File: src/rtl/line_err_pkg.sv
// Shared types, width helpers and default constants for the IR line error engine.
// Optional IIR smoothing of the error output is selected with the LINE_ERR_FILT_EN macro.
package line_err_pkg;

  typedef enum logic [1:0] {
    IDLE   = 2'd0,
    ACCUM  = 2'd1,
    FINISH = 2'd2
  } line_err_state_t;

  localparam int DEF_NCH_PER_SIDE = 4;
  localparam int DEF_ADC_W        = 12;
  localparam int DEF_ERR_W        = 16;
  localparam int DEF_LINE_THRESH  = 512;
  localparam int DEF_FILT_SHIFT   = 2;

  // Signed accumulator width: weighted sum of (R-L) over all pairs plus sign and margin.
  function automatic int acc_width(input int nch, input int adc_w);
    return adc_w + nch + 2;
  endfunction

  // Unsigned width holding the sum of all 2*nch readings.
  function automatic int sum_width(input int nch, input int adc_w);
    return adc_w + $clog2(2 * nch) + 1;
  endfunction

  // Clamp a signed value to the signed range of out_w bits.
  function automatic logic signed [63:0] sat_signed(input logic signed [63:0] x,
                                                    input int out_w);
    logic signed [63:0] hi;
    logic signed [63:0] lo;
    hi = (64'sd1 <<< (out_w - 1)) - 64'sd1;
    lo = -(64'sd1 <<< (out_w - 1));
    if (x > hi)      return hi;
    else if (x < lo) return lo;
    else             return x;
  endfunction

endpackage

File: src/rtl/line_err_sat.sv
// Parametrised signed saturator: IN_W-bit signed input clamped to OUT_W-bit signed output.
// Shared by the main error path and the optional smoothing path (LINE_ERR_FILT_EN).
module line_err_sat
  import line_err_pkg::*;
#(
  parameter int IN_W  = 18,
  parameter int OUT_W = 16
) (
  input  logic signed [IN_W-1:0]  din,
  output logic signed [OUT_W-1:0] dout
);

  logic signed [63:0] din_ext;

  // Sign-extend to the helper width and clamp.
  always_comb begin
    din_ext = {{(64 - IN_W){din[IN_W-1]}}, din};
    dout    = OUT_W'(sat_signed(din_ext, OUT_W));
  end

endmodule

File: src/rtl/line_err_engine.sv
// Binary-weighted differential IR steering error, one channel pair per clock,
// with a line-present decision on the summed reflectance.
// Build option: define LINE_ERR_FILT_EN to smooth the error with a first-order IIR
// (shift FILT_SHIFT), updated only on frames where the line is present.
module line_err_engine
  import line_err_pkg::*;
#(
  parameter int NCH_PER_SIDE = DEF_NCH_PER_SIDE,
  parameter int ADC_W        = DEF_ADC_W,
  parameter int ERR_W        = DEF_ERR_W,
  parameter int LINE_THRESH  = DEF_LINE_THRESH,
  parameter int FILT_SHIFT   = DEF_FILT_SHIFT
) (
  input  logic                          clk,
  input  logic                          rst,
  input  logic                          IR_vld,
  input  logic [NCH_PER_SIDE*ADC_W-1:0] ir_r,
  input  logic [NCH_PER_SIDE*ADC_W-1:0] ir_l,
  output logic [ERR_W-1:0]              error,
  output logic                          err_vld,
  output logic                          line_present,
  output logic                          busy,
  output logic                          ovr
);

  localparam int ACC_W = acc_width(NCH_PER_SIDE, ADC_W);
  localparam int SUM_W = sum_width(NCH_PER_SIDE, ADC_W);
  localparam int K_W   = (NCH_PER_SIDE > 1) ? $clog2(NCH_PER_SIDE) : 1;
  localparam int IN_W  = NCH_PER_SIDE * ADC_W;
  localparam logic [K_W-1:0] K_LAST   = K_W'(NCH_PER_SIDE - 1);
  localparam logic [31:0]    THRESH_U = LINE_THRESH;
  // An out-of-range configuration leaves the engine inert instead of producing garbage.
  localparam bit CFG_OK = (NCH_PER_SIDE >= 1) && (NCH_PER_SIDE <= 6) &&
                          (FILT_SHIFT >= 0) && (FILT_SHIFT <= ERR_W) &&
                          (SUM_W <= 32);

  line_err_state_t state, state_nxt;

  logic [K_W-1:0]          k, k_nxt;
  logic signed [ACC_W-1:0] acc, acc_nxt;
  logic [SUM_W-1:0]        sum, sum_nxt;
  logic signed [ERR_W-1:0] err_q, err_nxt;
  logic                    line_nxt;
  logic                    err_vld_nxt;
  logic                    busy_nxt;
  logic                    ovr_nxt;
  logic                    snap_ld;

  logic [IN_W-1:0]         snap_r;
  logic [IN_W-1:0]         snap_l;

  logic [ADC_W-1:0]        r_k;
  logic [ADC_W-1:0]        l_k;
  logic signed [ADC_W:0]   diff;
  logic signed [ACC_W-1:0] diff_ext;
  logic signed [ACC_W-1:0] term;
  logic [31:0]             sum_ext;
  logic                    line_now;
  logic signed [ERR_W-1:0] sat_err;

  assign error = err_q;

  // Current channel pair and its weighted contribution.
  always_comb begin
    r_k      = snap_r[k*ADC_W +: ADC_W];
    l_k      = snap_l[k*ADC_W +: ADC_W];
    diff     = $signed({1'b0, r_k}) - $signed({1'b0, l_k});
    diff_ext = {{(ACC_W - ADC_W - 1){diff[ADC_W]}}, diff};
    term     = diff_ext <<< k;
    sum_ext  = {{(32 - SUM_W){1'b0}}, sum};
    line_now = (sum_ext >= THRESH_U);
  end

  line_err_sat #(
    .IN_W  (ACC_W),
    .OUT_W (ERR_W)
  ) u_sat (
    .din  (acc),
    .dout (sat_err)
  );

`ifdef LINE_ERR_FILT_EN
  logic                    primed, primed_nxt;
  logic signed [ERR_W:0]   f_diff;
  logic signed [ERR_W:0]   f_sum;
  logic signed [ERR_W-1:0] f_sat;

  // IIR step: err + ((sat - err) >>> FILT_SHIFT) with one guard bit.
  always_comb begin
    f_diff = {sat_err[ERR_W-1], sat_err} - {err_q[ERR_W-1], err_q};
    f_sum  = {err_q[ERR_W-1], err_q} + (f_diff >>> FILT_SHIFT);
  end

  line_err_sat #(
    .IN_W  (ERR_W + 1),
    .OUT_W (ERR_W)
  ) u_filt_sat (
    .din  (f_sum),
    .dout (f_sat)
  );
`endif

  // Next-state and next-value logic for the frame sequencer.
  always_comb begin
    state_nxt   = state;
    k_nxt       = k;
    acc_nxt     = acc;
    sum_nxt     = sum;
    err_nxt     = err_q;
    line_nxt    = line_present;
    err_vld_nxt = 1'b0;
    busy_nxt    = busy;
    ovr_nxt     = IR_vld && (state != IDLE);
    snap_ld     = 1'b0;
`ifdef LINE_ERR_FILT_EN
    primed_nxt  = primed;
`endif
    case (state)
      IDLE: begin
        if (IR_vld && CFG_OK) begin
          snap_ld   = 1'b1;
          acc_nxt   = '0;
          sum_nxt   = '0;
          k_nxt     = '0;
          busy_nxt  = 1'b1;
          state_nxt = ACCUM;
        end
      end
      ACCUM: begin
        acc_nxt = acc + term;
        sum_nxt = sum + {{(SUM_W - ADC_W){1'b0}}, r_k} + {{(SUM_W - ADC_W){1'b0}}, l_k};
        if (k == K_LAST) begin
          k_nxt     = '0;
          state_nxt = FINISH;
        end else begin
          k_nxt = k + K_W'(1);
        end
      end
      FINISH: begin
`ifdef LINE_ERR_FILT_EN
        if (line_now) begin
          err_nxt    = primed ? f_sat : sat_err;
          primed_nxt = 1'b1;
        end
`else
        err_nxt     = sat_err;
`endif
        line_nxt    = line_now;
        err_vld_nxt = 1'b1;
        busy_nxt    = 1'b0;
        state_nxt   = IDLE;
      end
      default: begin
        state_nxt = IDLE;
        busy_nxt  = 1'b0;
      end
    endcase
  end

  // State, accumulators and registered outputs.
  always_ff @(posedge clk or posedge rst) begin
    if (rst) begin
      state        <= IDLE;
      k            <= '0;
      acc          <= '0;
      sum          <= '0;
      err_q        <= '0;
      line_present <= 1'b0;
      err_vld      <= 1'b0;
      busy         <= 1'b0;
      ovr          <= 1'b0;
    end else begin
      state        <= state_nxt;
      k            <= k_nxt;
      acc          <= acc_nxt;
      sum          <= sum_nxt;
      err_q        <= err_nxt;
      line_present <= line_nxt;
      err_vld      <= err_vld_nxt;
      busy         <= busy_nxt;
      ovr          <= ovr_nxt;
    end
  end

`ifdef LINE_ERR_FILT_EN
  // Filter priming flag: first line-present frame after reset loads directly.
  always_ff @(posedge clk or posedge rst) begin
    if (rst) primed <= 1'b0;
    else     primed <= primed_nxt;
  end
`endif

  // Input snapshot, captured only when a frame is accepted.
  always_ff @(posedge clk) begin
    if (snap_ld) begin
      snap_r <= ir_r;
      snap_l <= ir_l;
    end
  end

endmodule

File: config.mk
export PLATFORM = sky130hd
export DESIGN_NAME = line_err_engine
export DESIGN_NICKNAME = d
export VERILOG_FILES = /design/src/rtl/line_err_pkg.sv /design/src/rtl/line_err_sat.sv /design/src/rtl/line_err_engine.sv
export SDC_FILE = /design/constraint.sdc
export NUM_CORES = 1
export LEC_CHECK = 0
export BUFFER_PORTS_ARGS = -buffer_cell sky130_fd_sc_hd__buf_2
export CORE_AREA = 2 2 119 121
export DETAILED_ROUTE_END_ITERATION = 8
export DIE_AREA = 0 0 121 123
export PLACE_DENSITY = 0.79
export REMOVE_ABC_BUFFERS = 1
export SLEW_MARGIN = 10
export SYNTH_ARGS = -nofsm -noshare
export SYNTH_HDL_FRONTEND = slang
export SYNTH_SLANG_ARGS = --single-unit
File: constraint.sdc
create_clock -name clk -period 8.2 [get_ports clk]
set_input_delay 1.64 -clock clk [delete_from_list [all_inputs] [get_ports clk]]
set_output_delay 1.64 -clock clk [all_outputs]
set_load 0.01 [all_outputs]
## Word level (Yosys, flattened, before mapping)

Cells that the tools add are included.

| cells by class | value |
|---|---|
| add/subtract/negate cells | 5 |
| multiply operators | 1 |
| order comparisons | 3 |
| equality and inequality tests | 5 |
| shifts and indexed selects | 3 |
| mux-type cells | 17 |
| bitwise operators | 1 |
| reduce and logical (&&, ||, !) cells | 7 |

Operators by type and width:

| kind | number |
|---|---|
| 48-bit by 7-bit variable part select with 12-bit output | 2 |
| 16-bit two-way mux | 3 |
| 18-bit one-hot mux with 2 select lines | 1 |
| 16-bit by 12-bit adder with 16-bit output | 2 |
| 16-bit one-hot mux with 2 select lines | 1 |
| 18-bit adder | 1 |
| 18-bit by 16-bit > comparator with 1-bit output (second input constant) | 1 |
| 18-bit by 16-bit less-than comparator with 1-bit output (second input constant) | 1 |
| 18-bit two-way mux | 1 |
| 13-bit by 2-bit <<< shifter with 18-bit output | 1 |
| 16-bit by 10-bit >= comparator with 1-bit output (second input constant) | 1 |
| 12-bit by 12-bit subtractor with 13-bit output | 1 |
| 2-bit two-way mux | 4 |
| 2-bit one-hot mux with 2 select lines | 2 |
| 2-bit AND reduction | 3 |
| 2-bit == test (second input constant) | 2 |
| 2-bit by 2-bit multiplier with 4-bit output (second input constant) | 1 |
| 1-bit two-way mux | 4 |
| 2-bit != test (second input constant) | 2 |
| 2-bit nonzero test | 2 |
| 2-bit by 1-bit adder with 2-bit output (second input constant) | 1 |
| 2-bit by 1-bit == test with 1-bit output (second input constant) | 1 |
| 2-bit zero test | 1 |
| 1-bit one-hot mux with 2 select lines | 1 |
| 2 further kinds | 2 |

| word-level totals | value |
|---|---|
| register bits | 154 |
| input bits | 99 |
| output and inout bits | 20 |
| word-level logic and storage cells | 53 |

## Depth between registers and ports, before layout

| logic depth | value |
|---|---|
| depth after elaboration | 6 |
| depth in mapped cells | 22 |
| mapped depth without buffers | 21 |

## Modules after synthesis

Synthesis repeated with hierarchy kept, for this count alone.

| unflattened totals | value |
|---|---|
| cell total of the unflattened synthesis | 687 |
| area, all modules | 8375.5 sq um |

Modules (own cells, without submodules):

| module | times used | cells each | area each (sq um) |
|---|---|---|---|
| line_err_engine | 1 | 633 | 8049.0 |
| line_err_sat | 1 | 54 | 326.6 |

## Worst setup path after synthesis

OpenSTA, ideal clock, no wires.

| path | value |
|---|---|
| path kind | in2reg |
| start point | in IR_vld |
| end point | reg k[0] |
| data arrival time | 5.209 ns |
| path slack | 2.896 ns |
| stages on the path | 6 |
| path through | nand2_1 > clkinv_1 > nor2_1 > clkbuf_1 > nand2_1 > o31ai_1 |

| on the way | value |
|---|---|
| word-level cells in the longest chain between the ends | 2 |

Ends and longest elaborated chain:

| what | line | source |
|---|---|---|
| start: declaration | line_err_engine.sv:16 | `input logic IR_vld,` |
| 2-bit != test (no source line) | n/a |  |
| 2-bit AND reduction (no source line) | n/a |  |
| end signal: assignment | line_err_engine.sv:174 | `k <= k_nxt;` |
| end: declaration | line_err_engine.sv:39 | `logic [K_W-1:0] k, k_nxt;` |

Every way passes these cells.
A chain may end at the register's enable or synchronous reset.

## Worst setup path in the final report

| path | value |
|---|---|
| start point | reg k[0] |
| end point | reg acc[16] |

| on the way | value |
|---|---|
| word-level cells in the longest chain between the ends | 6 |
| elaborated cells between the ends (all ways) | 7 |

Ends and longest elaborated chain:

| what | line | source |
|---|---|---|
| 2-bit by 2-bit multiplier with 4-bit output | line_err_engine.sv:65, line_err_engine.sv:66 |  |
| 48-bit by 7-bit variable part select with 12-bit output (on tied branches) | line_err_engine.sv:65, line_err_engine.sv:66 |  |
| 12-bit by 12-bit subtractor with 13-bit output | line_err_engine.sv:67 | `diff = $signed({1'b0, r_k}) - $signed({1'b0, l_k});` |
| 13-bit by 2-bit <<< shifter with 18-bit output (*) | line_err_engine.sv:69 | `term = diff_ext <<< k;` |
| 18-bit adder (*) | line_err_engine.sv:130 | `acc_nxt = acc + term;` |
| 18-bit one-hot mux with 2 select lines (*) | line_err_engine.sv:118 | `case (state)` |
| end signal: assignment | line_err_engine.sv:175 | `acc <= acc_nxt;` |
| end: declaration | line_err_engine.sv:40 | `logic signed [ACC_W-1:0] acc, acc_nxt;` |

Mark *: on every way between the ends. The rest lies on a longest branch, timed or not.

==> results.json <==
{
  "htreeDepth": 4,
  "final_period_minus_worst_setup_slack_ns": 5.45,
  "clock.fmax_mhz": 184,
  "ios": 119,
  "clk_latency_ns": 0.43,
  "n_antenna_cell": 0,
  "synthFlopType": "edfxtp_1",
  "reg2reg_depth": 20,
  "grt_pass1_vias": 5538,
  "vias": 5384,
  "synth_area_leader_cell": "edfxtp_1",
  "clock-skew-final_ns": 0.00770,
  "yosys_warnings": 0,
  "cp-endpoint": "acc[16]",
  "fin_util": 0.689,
  "setup_viol": 0,
  "hpwl_mm": 11.1,
  "seq_area_frac_synth": 0.542,
  "dr.first_iter.drc_count": 462,
  "ys_types": 49,
  "firstDrtPassIters": 8,
  "cts_buffers": 17,
  "port_buffers": 118,
  "wirelength_mm": 15.4,
  "arrival_ns": 5.74,
  "rsz0062_at_grt": "false",
  "grt_pass1_wl_mm": 25.4,
  "drc": 0,
  "fin_setup_tns_ns": 0,
  "required_ns": 8.49,
  "finalMaxSlewViolations": 0,
  "synth_edf_count": 96,
  "post_drt_wl_per_cell_um": 16.2,
  "cts.sinks": 154,
  "r2r_start": "k[0]",
  "maxCapViolCount": 0,
  "cts.clk_slew.worst_paths_ns": 0.06,
  "grt_max_degree": 70,
  "layout-drive-gt1-share": 0.246,
  "crit_fanout": 21,
  "dieWidth_um": 121,
  "status": "finished clean",
  "antenna_found_initial": 0,
  "worst_pin_slew_ns": 1.08,
  "grt_usage": 0.221,
  "whs_ns": 0.472,
  "startpoint": "k[0]",
  "place_congestion": 0.867,
  "place_ws_ns": 2.71,
  "hold_viol_final": 0,
  "slew_headroom": 0.283,
  "netlist_area_sq_um": 8000,
  "synth.area.top_cells": "edfxtp_1 36%, dfrtp_1 18%, mux4_2 7.0%",
  "area_delta_synth_final_pct": 17.3,
  "netlist.area_leader.share": 0.360,
  "fin_nets": 914,
  "final_cell_mix": "118 x buf_2, 96 x edfxtp_1, 71 x o21ai_0",
  "antenna_left": 0,
  "cp-end-kind": "flop",
  "coreArea_sq_um": 13600,
  "dieArea_sq_um": 14900,
  "syn_area_per_cell_sq_um": 12.5,
  "hp-class": "flop to flop",
  "cts.path.max_buffers": 2,
  "period_share": 0.664,
  "grt-ovfl-total": 0,
  "fin_ws_ns": 2.75,
  "r2r_setup_slack_ns": 2.75,
  "root_buffer": "clkbuf_16",
  "cts_tree": "done",
  "holdBufCountCts": 0,
  "crit_type": "flop to flop",
  "final_common_cell": "buf_2",
  "ctsResizeCount": 0,
  "synthCells": 638,
  "avgViaCountPerCell": 5.66,
  "cts_setup_buffers": 0,
  "r2r_end": "acc[16]",
  "num_rows": 43,
  "synth_seq_cells": 154,
  "cp-start-kind": "flop",
  "fp.dieH_um": 123,
  "initial_core_util": 0.588,
  "async_flop_share": 0.377
}
-- routing by layer --
metal | up-vias | routed length, um | share of wire | GRT usage
li1 | 2606 | - | - | -
met1 | 2572 | 6530 | 0.42 | 0.276
met2 | 179 | 7740 | 0.50 | 0.375
met3 | 27 | 892 | 0.058 | 0.0544
met4 | 0 | 249 | 0.016 | 0.0858
met5 | - | 0 | 0 | 0
-- cell type report --
type                    count  area [sq um]
fillers                   960          4230
repair buffers            124           636
inverters                  24          92.6
clock inverters            13           159
multi-input cells         437          3490
clock buffers              19           443
well taps                 180           225
flip-flops and latches    154          4340
-- worst min path at each step --
stage	from	end	slack, ns	cells after the start
global placement	error[4]	error[4]	0.46	2
detailed placement	error[3]	error[3]	0.47	2
finish	error[3]	error[3]	0.47	2
CTS	error[9]	error[9]	0.48	2
global route	line_present	line_present	0.50	2
floorplan	sum[15]	sum[15]	0.44	1
-- through the flow --
step,cells,instance area [sq um]
after floorplan,615,7920
after global placement,919,8780
after detailed placement,919,8780
after CTS,951,9380
after global routing,951,9390
final,951,9390
-- critical path: stages, from the launching register on --
cell      delay, ns
dfrtp_2        0.81
mux4_2         0.62
ha_1           0.26
fa_1           0.42
nor2b_1        0.20
o31ai_1        0.13
a21oi_1        0.22
a41oi_1        0.17
nor2b_1        0.17
xnor2_1        0.27
o221ai_1       0.17
a31oi_1        0.18
ha_1           0.29
a21oi_1        0.20
a21boi_0       0.37
o21bai_1       0.15
a21oi_1        0.17
a31oi_1        0.06
a21oi_1        0.20
xor2_1         0.16
o21ai_0        0.08
-- cells by family after synthesis --
kind of cell	synth area share
compound gates	0.118
fa+ha+maj	0.103
mux	0.0941
flops	0.542
buf+inv	0.0220
xor+xnor	0.0350
simple gates	0.0860
-- flip-flops by register name, indices dropped and copies added, names as in the netlist --
name / cells
acc: 18
snap_r: 48
error: 16
line_present: 1
err_vld: 1
state: 2
ovr: 1
sum: 16
snap_l: 48
busy: 1
k: 2
-- Yosys cell counts, types with 2 or more instances --
| library cell | count |
|---|---|
| inv_1 | 22 |
| nand2_1 | 59 |
| a21o_1 | 8 |
| o21ai_0 | 71 |
| clkbuf_1 | 17 |
| dfrtp_1 | 58 |
| nand2b_1 | 9 |
| edfxtp_1 | 96 |
| a31oi_1 | 5 |
| xnor2_1 | 18 |
| xor2_1 | 14 |
| buf_1 | 6 |
| o21a_1 | 13 |
| fa_1 | 15 |
| mux4_2 | 25 |
| nor2b_1 | 10 |
| or3_1 | 3 |
| a21boi_0 | 3 |
| and2_1 | 6 |
| ha_1 | 42 |
| a2111oi_0 | 3 |
| a211oi_1 | 4 |
| a21oi_1 | 27 |
| or4_1 | 3 |
| mux2i_1 | 19 |
| o31ai_1 | 7 |
| nand3_1 | 16 |
| o21bai_1 | 2 |
| nor3_1 | 4 |
| nor2_1 | 34 |
Power is not shown: default switching activity piles up to over one toggle a cycle in this logic, so the estimate is an artifact.
